`src/rtl/adc_pkg.sv`:
```
// ---------------------------------------------------------------------------
// adc_pkg
// Shared definitions for the PmodAD1 (AD7476-style) capture block: frame
// geometry, the capture FSM state type, and a helper that tests the leading
// bits of a received frame.
// No ports (package). The optional second channel is enabled elsewhere by the
// ADC_CH2_EN macro and needs nothing extra here.
// ---------------------------------------------------------------------------
package adc_pkg;

    localparam int ADC_BITS       = 12;
    localparam int ADC_FRAME_BITS = 16;
    localparam int ADC_LEAD_ZEROS = 4;

    typedef enum logic [1:0] {
        ST_IDLE  = 2'd0,
        ST_CONV  = 2'd1,
        ST_QUIET = 2'd2
    } adc_state_e;

    // A well-formed frame starts with ADC_LEAD_ZEROS zero bits.
    function automatic logic lead_bits_err(input logic [ADC_FRAME_BITS-1:0] w);
        return |w[ADC_FRAME_BITS-1 -: ADC_LEAD_ZEROS];
    endfunction

endpackage

```
`src/rtl/adc_capture_if.sv`:
```
// ---------------------------------------------------------------------------
// adc_capture_if
// Bundles the converter-side serial pins and the consumer-side sample
// handshake of adc_capture.
//   Start    request a conversion frame (level)
//   SCLK     serial clock to the converter
//   CSn      active-low chip select to the converter
//   SDATA    serial data from the converter, MSB first
//   Data     last captured 12-bit sample
//   Valid    Data holds an unconsumed sample
//   Ready    consumer accepts Data when Valid && Ready
//   Overrun  one-cycle pulse, an unconsumed sample was overwritten
//   FrameErr one-cycle pulse, a frame had nonzero leading bits
// With ADC_CH2_EN defined: SDATA2 (second serial input) and Data2 (its sample).
// Modports: master = capture block, slave = converter/consumer side.
// ---------------------------------------------------------------------------
interface adc_capture_if;
    import adc_pkg::*;

    logic                Start;
    logic                SCLK;
    logic                CSn;
    logic                SDATA;
    logic [ADC_BITS-1:0] Data;
    logic                Valid;
    logic                Ready;
    logic                Overrun;
    logic                FrameErr;
`ifdef ADC_CH2_EN
    logic                SDATA2;
    logic [ADC_BITS-1:0] Data2;
`endif

`ifdef ADC_CH2_EN
    modport master (
        input  Start, SDATA, SDATA2, Ready,
        output SCLK, CSn, Data, Data2, Valid, Overrun, FrameErr
    );
    modport slave (
        output Start, SDATA, SDATA2, Ready,
        input  SCLK, CSn, Data, Data2, Valid, Overrun, FrameErr
    );
`else
    modport master (
        input  Start, SDATA, Ready,
        output SCLK, CSn, Data, Valid, Overrun, FrameErr
    );
    modport slave (
        output Start, SDATA, Ready,
        input  SCLK, CSn, Data, Valid, Overrun, FrameErr
    );
`endif

endinterface

```
`src/rtl/adc_sclk_gen.sv`:
```
// ---------------------------------------------------------------------------
// adc_sclk_gen
// Serial clock generator. While en_i is high, SCLK starts high, drops after
// CLK_DIV cycles and then toggles every CLK_DIV cycles. Outside en_i SCLK
// idles high and the divider is cleared.
// Ports:
//   Clk     system clock
//   Rstn    asynchronous active-low reset
//   en_i    run the divider (high for the whole conversion)
//   sclk_o  registered serial clock
//   rise_o  high in the cycle whose closing edge drives SCLK 0->1
// ---------------------------------------------------------------------------
module adc_sclk_gen #(
    parameter int CLK_DIV = 4
) (
    input  logic Clk,
    input  logic Rstn,
    input  logic en_i,
    output logic sclk_o,
    output logic rise_o
);

    logic [7:0] div_cnt_q, div_cnt_d;
    logic       sclk_q, sclk_d;
    logic       half_done;

    assign half_done = (div_cnt_q == 8'(CLK_DIV - 1));

    always_comb begin
        div_cnt_d = div_cnt_q;
        sclk_d    = sclk_q;
        if (!en_i) begin
            div_cnt_d = 8'd0;
            sclk_d    = 1'b1;
        end else if (half_done) begin
            div_cnt_d = 8'd0;
            sclk_d    = ~sclk_q;
        end else begin
            div_cnt_d = div_cnt_q + 8'd1;
        end
    end

    always_ff @(posedge Clk or negedge Rstn) begin
        if (!Rstn) begin
            div_cnt_q <= 8'd0;
            sclk_q    <= 1'b1;
        end else begin
            div_cnt_q <= div_cnt_d;
            sclk_q    <= sclk_d;
        end
    end

    assign rise_o = en_i & half_done & ~sclk_q;
    assign sclk_o = sclk_q;

endmodule

```
`src/rtl/adc_capture.sv`:
```
// ---------------------------------------------------------------------------
// adc_capture
// Reads 16-bit frames (4 leading zeros + 12-bit sample, MSB first) from a
// PmodAD1 converter and presents each sample with a Valid/Ready handshake.
// Frame sequence: IDLE -> CONV (CSn low, 16 SCLK rising edges) -> QUIET
// (CSn high for QUIET_CYC+1 cycles) -> IDLE.
// Ports:
//   Clk   system clock (rising edge)
//   Rstn  asynchronous active-low reset
//   bus   adc_capture_if.master: Start, SCLK, CSn, SDATA, Data, Valid,
//         Ready, Overrun, FrameErr (+ SDATA2, Data2 with ADC_CH2_EN)
// Parameters: CLK_DIV (2..255) Clk cycles per SCLK half-period,
//             QUIET_CYC (1..255) minimum CSn-high gap.
// Optional feature: define ADC_CH2_EN for a second, lock-step data channel.
// ---------------------------------------------------------------------------
module adc_capture
    import adc_pkg::*;
#(
    parameter int CLK_DIV   = 4,
    parameter int QUIET_CYC = 8
) (
    input  logic          Clk,
    input  logic          Rstn,
    adc_capture_if.master bus
);

    adc_state_e                state_q, state_d;
    logic [3:0]                bit_cnt_q, bit_cnt_d;
    logic [7:0]                quiet_cnt_q, quiet_cnt_d;
    logic [ADC_FRAME_BITS-2:0] shift_q;
    logic [ADC_BITS-1:0]       data_q;
    logic                      valid_q, valid_d;
    logic                      overrun_q, overrun_d;
    logic                      frame_err_q, frame_err_d;
    logic                      cs_n, sclk_en, load;
    logic                      sclk, rise, frame_done, quiet_done, lead_err;
    logic [ADC_FRAME_BITS-1:0] word;
`ifdef ADC_CH2_EN
    logic [ADC_FRAME_BITS-2:0] shift2_q;
    logic [ADC_BITS-1:0]       data2_q;
    logic [ADC_FRAME_BITS-1:0] word2;
`endif

    adc_sclk_gen #(.CLK_DIV(CLK_DIV)) u_sclk (
        .Clk    (Clk),
        .Rstn   (Rstn),
        .en_i   (sclk_en),
        .sclk_o (sclk),
        .rise_o (rise)
    );

    // The last bit arrives on the 16th rising strobe; the full word is the
    // shift register plus the bit being sampled on that same edge.
    assign frame_done = rise && (bit_cnt_q == 4'(ADC_FRAME_BITS - 1));
    assign quiet_done = (quiet_cnt_q == 8'(QUIET_CYC));
    assign word       = {shift_q, bus.SDATA};
`ifdef ADC_CH2_EN
    assign word2      = {shift2_q, bus.SDATA2};
    assign lead_err   = lead_bits_err(word) | lead_bits_err(word2);
`else
    assign lead_err   = lead_bits_err(word);
`endif

    // FSM: state register
    always_ff @(posedge Clk or negedge Rstn) begin
        if (!Rstn) begin
            state_q <= ST_IDLE;
        end else begin
            state_q <= state_d;
        end
    end

    // FSM: next state
    always_comb begin
        state_d = state_q;
        case (state_q)
            ST_IDLE:  if (bus.Start) state_d = ST_CONV;
            ST_CONV:  if (frame_done) state_d = ST_QUIET;
            ST_QUIET: if (quiet_done) state_d = ST_IDLE;
            default:  state_d = ST_IDLE;
        endcase
    end

    // FSM: outputs. CSn decodes the state register directly so that an
    // asynchronous reset raises it without waiting for a clock.
    always_comb begin
        cs_n    = 1'b1;
        sclk_en = 1'b0;
        load    = 1'b0;
        if (state_q == ST_CONV) begin
            cs_n    = 1'b0;
            sclk_en = 1'b1;
            load    = frame_done;
        end
    end

    // Counters and sample handshake next-state
    always_comb begin
        bit_cnt_d   = (state_q == ST_CONV) ? (rise ? bit_cnt_q + 4'd1 : bit_cnt_q) : 4'd0;
        quiet_cnt_d = (state_q == ST_QUIET) ? quiet_cnt_q + 8'd1 : 8'd0;

        // A fresh load wins over a same-edge handshake, so Valid stays set.
        valid_d = valid_q;
        if (load) begin
            valid_d = 1'b1;
        end else if (valid_q && bus.Ready) begin
            valid_d = 1'b0;
        end
        overrun_d   = load & valid_q & ~bus.Ready;
        frame_err_d = load & lead_err;
    end

    always_ff @(posedge Clk or negedge Rstn) begin
        if (!Rstn) begin
            bit_cnt_q   <= 4'd0;
            quiet_cnt_q <= 8'd0;
            shift_q     <= '0;
            data_q      <= '0;
            valid_q     <= 1'b0;
            overrun_q   <= 1'b0;
            frame_err_q <= 1'b0;
        end else begin
            bit_cnt_q   <= bit_cnt_d;
            quiet_cnt_q <= quiet_cnt_d;
            valid_q     <= valid_d;
            overrun_q   <= overrun_d;
            frame_err_q <= frame_err_d;
            if (rise) begin
                shift_q <= word[ADC_FRAME_BITS-2:0];
            end
            if (load) begin
                data_q <= word[ADC_BITS-1:0];
            end
        end
    end

`ifdef ADC_CH2_EN
    always_ff @(posedge Clk or negedge Rstn) begin
        if (!Rstn) begin
            shift2_q <= '0;
            data2_q  <= '0;
        end else begin
            if (rise) begin
                shift2_q <= word2[ADC_FRAME_BITS-2:0];
            end
            if (load) begin
                data2_q <= word2[ADC_BITS-1:0];
            end
        end
    end

    assign bus.Data2 = data2_q;
`endif

    assign bus.SCLK     = sclk;
    assign bus.CSn      = cs_n;
    assign bus.Data     = data_q;
    assign bus.Valid    = valid_q;
    assign bus.Overrun  = overrun_q;
    assign bus.FrameErr = frame_err_q;

endmodule
```
`src/flat_wrapper.sv`:
```
// flat-port wrapper written by rule: the top's interface ports become plain ports
module adc_capture_flat import adc_pkg::*;
#(
    parameter int CLK_DIV   = 4,
    parameter int QUIET_CYC = 8
)
  (Clk, Rstn, bus_Start, bus_SDATA, bus_Ready, bus_SCLK, bus_CSn, bus_Data, bus_Valid, bus_Overrun, bus_FrameErr);
  adc_capture_if bus_i ();
  input  logic Clk;
  input  logic Rstn;
  input wire logic [$bits(bus_i.Start)-1:0] bus_Start;
  input wire logic [$bits(bus_i.SDATA)-1:0] bus_SDATA;
  input wire logic [$bits(bus_i.Ready)-1:0] bus_Ready;
  output wire logic [$bits(bus_i.SCLK)-1:0] bus_SCLK;
  output wire logic [$bits(bus_i.CSn)-1:0] bus_CSn;
  output wire logic [$bits(bus_i.Data)-1:0] bus_Data;
  output wire logic [$bits(bus_i.Valid)-1:0] bus_Valid;
  output wire logic [$bits(bus_i.Overrun)-1:0] bus_Overrun;
  output wire logic [$bits(bus_i.FrameErr)-1:0] bus_FrameErr;
  assign bus_i.Start = bus_Start;
  assign bus_i.SDATA = bus_SDATA;
  assign bus_i.Ready = bus_Ready;
  assign bus_SCLK = bus_i.SCLK;
  assign bus_CSn = bus_i.CSn;
  assign bus_Data = bus_i.Data;
  assign bus_Valid = bus_i.Valid;
  assign bus_Overrun = bus_i.Overrun;
  assign bus_FrameErr = bus_i.FrameErr;
  adc_capture #(.CLK_DIV(CLK_DIV), .QUIET_CYC(QUIET_CYC)) u_core (.Clk(Clk), .Rstn(Rstn), .bus(bus_i));
endmodule
```
`config.mk`:
```
export PLATFORM = sky130hd
export DESIGN_NAME = adc_capture_flat
export DESIGN_NICKNAME = d
export VERILOG_FILES = /design/src/rtl/adc_pkg.sv /design/src/rtl/adc_capture_if.sv /design/src/rtl/adc_sclk_gen.sv /design/src/rtl/adc_capture.sv /design/src/flat_wrapper.sv
export SDC_FILE = /design/constraint.sdc
export NUM_CORES = 1
export LEC_CHECK = 0
export CAP_MARGIN = 10
export CORE_ASPECT_RATIO = 0.9
export CORE_MARGIN = 4
export CORE_UTILIZATION = 40
export CTS_BUF_LIST = sky130_fd_sc_hd__clkbuf_16
export DETAILED_ROUTE_END_ITERATION = 7
export PLACE_DENSITY = 0.68
export SLEW_MARGIN = 20
export SYNTH_ARGS = -nofsm -noshare
export SYNTH_HDL_FRONTEND = slang
export SYNTH_SLANG_ARGS = --single-unit
```
`constraint.sdc`:
```
create_clock -name Clk -period 2.42 [get_ports Clk]
set_input_delay 0.726 -clock Clk [delete_from_list [all_inputs] [get_ports Clk]]
set_output_delay 0.726 -clock Clk [all_outputs]
set_load 0.03 [all_outputs]
```
* After elaboration in Yosys (flattened, before gate mapping)
Cells that the tools add are included.
Word-level totals: register bits after elaboration 53, word-level logic and storage cells 52, bits of input ports 5, output and inout bits 17
Cells by class: eq/ne operators 10, bitwise gates (word level) 7, mux-type cells 16, $add $sub $neg 3, reductions and logical operators 6
Operators by type and width (number):
- $mux W8 | 3
- $add A8 B1 Y8 const B | 2
- $eq A8 B2 Y1 const B | 1
- $eq A8 B4 Y1 const B | 1
- $mux W4 | 2
- $ne A2 B1 Y1 const B | 4
- $mux W1 | 7
- $mux W2 | 3
- $pmux W2 S3 | 1
- $and A1 B1 Y1 | 5
- $add A4 B1 Y4 const B | 1
- $eq A4 B4 Y1 const B | 1
- $reduce_or A4 Y1 | 1
- $reduce_and A3 Y1 | 1
- $eq A2 B1 Y1 const B | 1
- $eq A2 B2 Y1 const B | 1
- $logic_and A1 B1 Y1 | 2
- $logic_not A2 Y1 | 1
- $ne A2 B2 Y1 const B | 1
- $not A1 Y1 | 2
- $reduce_bool A2 Y1 | 1

* Logic depth before layout (Yosys ltp)
Gate-level depths: netlist of the first run.
word-level depth 8, depth in mapped cells 5

* Modules after synthesis
Synthesis of the first run repeated with hierarchy kept, for this count alone.
Second synthesis, totals: cells, all modules 172, area, all modules 2205.9 µm²
Modules (own cells, without submodules):
- adc_capture | cells each 129, area an instance 1776.7 µm², times used 1
- adc_sclk_gen | cells each 43, area an instance 429.2 µm², times used 1

* Worst setup path before layout of the first run
OpenSTA, ideal clock, no wires.
path type flip-flop to flip-flop, from register u_core.u_sclk.div_cnt_q[0], to register u_core.data_q[4] (netlist: u_core.bus.Data[4]), cell stages (with the launch flop) 6, arrival 1.700 ns, required time 2.292 ns, path slack 0.592 ns, setup time 0.128 ns, cells stage by stage dfrtp_1 ha_1 nor3b_1 nand4_2 clkbuf_1 mux2_1
Between the ends: longest elaborated chain between the ends 5
RTL lines:
- start, declared | RTL line adc_sclk_gen.sv:23 | logic [7:0] div_cnt_q, div_cnt_d;
- start signal, assigned | RTL line adc_sclk_gen.sv:48 | div_cnt_q <= div_cnt_d;
- $eq A8 B2 Y1 | RTL line adc_sclk_gen.sv:27 | assign half_done = (div_cnt_q == 8'(CLK_DIV - 1));
- $and A1 B1 Y1 (2 in series) | RTL line adc_sclk_gen.sv:53 | assign rise_o = en_i & half_done & ~sclk_q;
- $logic_and A1 B1 Y1 | RTL line adc_capture.sv:54 | assign frame_done = rise && (bit_cnt_q == 4'(ADC_FRAME_BITS - 1));
- $mux W1 | RTL line adc_capture.sv:90 | if (state_q == ST_CONV) begin
- end signal, assigned | RTL line adc_capture.sv:132 | data_q <= word[ADC_BITS-1:0];
- end, declared | RTL line adc_capture.sv:31 | logic [ADC_BITS-1:0] data_q;
Every way passes these cells. A chain may end at the register's enable or synchronous reset.

* Worst setup path in the final report of the first run
from register u_core.u_sclk.sclk_q (netlist: u_core.u_sclk.sclk_o), to output bus_SCLK
RTL lines:
- start, declared | RTL line adc_sclk_gen.sv:24 | logic sclk_q, sclk_d;
- start signal, assigned | RTL line adc_sclk_gen.sv:49 | sclk_q <= sclk_d;
- end, declared | RTL line flat_wrapper.sv:14 | output wire logic [$bits(bus_i.SCLK)-1:0] bus_SCLK;
No word-level cell between the ends.

==> impl_results.md, run 1 <==
- Post-route antenna net violation count: 0
- Longest Clk Path Bufs: 2
- RSZ-0062 raised after global routing: false
- IO buf count: 21
- # setup viols final: 0
- DRT iter0 DRCs: 72
- Most Crowded Layer GR: met2
- Worst path slowest cell: clkdlybuf4s50_1
- Syn Nets: between 150 and 200
- Crit path cell chain: clkdlybuf4s50_1
- Hold Crit Class: reg2reg
- Vias in the first global route: between 1000 and 1500
- Global route overflow: 0
- Setup TNS: 0 ns
- Seq/Total Area, Yosys: approximately three fifths
- Die Height: 79.1 um
- DRC viols: 0
- Clk root buf: clkbuf_16
- Nets: approximately 220
- Final Slew Violations: 0
- Lkg Pwr: ~0.0012 uW
- GR Util met3: 4.15%
- CP startpoint kind: flip-flop
- Met1 Usage GRT: between 10% and 20%
- DR vias/cell: ~5.1
- Worst Path Arrival: between 1.5 and 2 ns
- Initial antenna violation count: 0
- Synth-to-layout area growth: 20.1%
- Actual slew at the worst max-slew pin: ~0.64 ns
- Dpl cells: 270
- Floorplan Core Area: 0.00535 mm^2
- Vias: between 1000 and 1500
- First-pass GRT wire length: about 6700 um
- CP Buf/Inv Count: 1
- Outcome: finished, final reports clean
- Die ar.: between 0.006 and 0.007 mm^2
- Synth Cell Area: 0.00224 mm^2
- M2 GR Usage: 19.1%
- Async set-reset flop share out of synthesis: between 90% and 100%
- CTS buffer count: 5
- Clock slew at reported path FFs: ~0.07 ns
- Largest delay share family, worst path: buffers and inverters
- Post-Synthesis Cells: around 180
- Layout cells sized above 1: 19.9%
- Number of synthesized flops with an enable pin: 0
- Worst clock skew: ~0.008 ns
- Minimum clock period: about 2.3 ns
- Chip width: roughly 87 um
- Yosys Warn Count: 0
- Initial Util: between 40% and 50%
- Max H-tree Level: 2
- Worst vdd ir: 0.407 mV
- Commonest non-fill, non-tap cell in the layout: dfrtp_1
- Antenna cells: 0
- Crit Path Max Fanout: 9
- Final Hold Viols: 0
- Mean Syn Cell Area: around 12 um^2
- Sink Count: 53
- Critical path required time: roughly 1.7 ns
- Setup CP Type: reg2out
- CTS tree: done
- Largest net degree at the start of global routing: 54
- Final core occ: 50.4%
- Detailed Place HPWL: 2490 um
- Crit path capture type: output pin
- Synth Flop Type: dfrtp_1
- Ports: 22
- Latest clock arrival within the worst-skew pair: slightly below 0.3 ns
- RePlAce Congestion: a little over 0.8
- MaxCap Viol Count: 0
- WL final: about 3700 um
- Post-CTS Hold Fix Bufs: 0
- Final Instance Count excl. Fillers: approximately 280
- Wire per inst: between 10 and 15 um
- Fin crit share: a little over nine tenths
- Rows: 25
- GRT Util Overall: roughly an eighth
- Unique masters post-synth: 33
- Max Fclk: 432 MHz
- Most frequent cells in the layout: dfrtp_1, mux2_2, clkdlybuf4s50_1, nor2_1
- Slowest cell delay on critical path: 0.69 ns
- DRT Pass-1 Iters: 4
- Yosys reg bits: 53
- Slew headroom: a little under three fifths
- PwrDens: approximately 860 mW/mm^2
-- flip-flops by register name, summed over array words and instances (netlist names) --
| register | count |
|---|---|
| u_core.bit_cnt_q | 4 |
| u_core.bus.Data | 12 |
| u_core.bus.FrameErr | 1 |
| u_core.bus.Overrun | 1 |
| u_core.bus.Valid | 1 |
| u_core.quiet_cnt_q | 8 |
| u_core.shift_q | 15 |
| u_core.state_q | 2 |
| u_core.u_sclk.div_cnt_q | 8 |
| u_core.u_sclk.sclk_o | 1 |
-- final cells by class --
type / instances / area (um^2)
Tap cell: 67 / 83.8
Timing Repair Buffer: 26 / 245
Clock buffer: 5 / 125
Sequential cell: 53 / 1330
Multi-Input combinational cell: 118 / 870
Inverter: 6 / 22.5
Fill cell: 473 / 2650
Clock inverter: 3 / 21.3
-- Yosys cell counts, types with 2 or more instances --
cell | count | area share, %
dfrtp_1 | 52 | 58
mux2_2 | 24 | 12
nor2_1 | 15 | 2.5
a21oi_1 | 9 | 2.0
nand3_1 | 9 | 2.0
o21ai_0 | 8 | 1.8
nand2_1 | 7 | 1.2
inv_1 | 6 | 1.0
or3_1 | 6 | 1.7
clkbuf_1 | 4 | 0.67
ha_1 | 4 | 2.2
xor2_1 | 4 | 1.6
mux2_1 | 3 | 1.5
nand2b_1 | 3 | 0.84
nand4_1 | 3 | 0.84
and3_1 | 2 | 0.56
buf_2 | 2 | 0.45
nor3b_1 | 2 | 0.67
nor4_1 | 2 | 0.56
nor4b_1 | 2 | 0.78
o31ai_1 | 2 | 0.67
or4_1 | 2 | 0.67
xnor2_1 | 2 | 0.78
-- path summary, 6_finish.rpt --
path                                                  from                    endpoint  slack [ns]  cells after the start
worst max register to register  u_core.u_sclk.div_cnt_q[3]         u_core.bit_cnt_q[0]        0.53                      3
worst max-delay path                  u_core.u_sclk.sclk_o                    bus_SCLK        0.10                      1
min in group asynchronous                             Rstn         u_core.bus.Data[10]        0.54                      2
worst min-delay path            u_core.u_sclk.div_cnt_q[0]  u_core.u_sclk.div_cnt_q[0]        0.46                      1
max in group asynchronous                             Rstn       u_core.quiet_cnt_q[2]        1.44                      2
worst min register to register  u_core.u_sclk.div_cnt_q[0]  u_core.u_sclk.div_cnt_q[0]        0.46                      1
-- logic make-up after synthesis --
| family | count (synthesis) | share of synthesized area, % |
|---|---|---|
| and+or+nand+nor | 59 | 15.1 |
| DFF | 53 | 59.1 |
| muxes | 28 | 14.0 |
| AOI/OAI and AO/OA | 21 | 5.07 |
| buffers and inverters | 12 | 2.12 |
| xor gates and xnor gates | 6 | 2.34 |
| adders and majority gates | 4 | 2.23 |
-- where the power goes --
group	switching [uW]	leakage, uW	internal [uW]
Sequential	142	0.000711	1020
Clock	314	0.0000702	385
Combinational	238	0.000458	218
Total	694	0.00124	1630
-- stage by stage --
step	area (um^2)	hold slack [ns]	worst slack, ns	total power [uW]
final	2700	0.455	0.104	2320
after global routing	2700	0.470	0.0598	2470
after CTS	2690	0.460	0.0475	2350
after detailed placement	2550	0.452	0.364	1640
after global placement	2550	0.447	0.394	1630
after floorplan	2240	0.430	0.592	1510
-- what timing repair did --
action	4_1_cts	5_1_grt
resized for setup	0	1
setup buffers	0	0
setup endpoints to repair	0	1
-- metal layers --
layer  vias up  part of all wire, %
met5         -                    0
met4         0                  1.5
met3         4                  3.3
met2        19                   45
met1       681                   51
li1        704                    -
No activity file was read; power rests on OpenSTA's default activity.
==> run 2, diff against run 1 <==
--- a/config.mk
+++ b/config.mk
@@ -5,7 +5,7 @@
 export SDC_FILE = /design/constraint.sdc
 export NUM_CORES = 1
 export LEC_CHECK = 0
-export CAP_MARGIN = 10
+export CAP_MARGIN = 20
 export CORE_ASPECT_RATIO = 0.9
 export CORE_MARGIN = 4
 export CORE_UTILIZATION = 40
==> results of run 2 <==
Same layout as run 1: the final DEF is identical, and so are final timing and power.
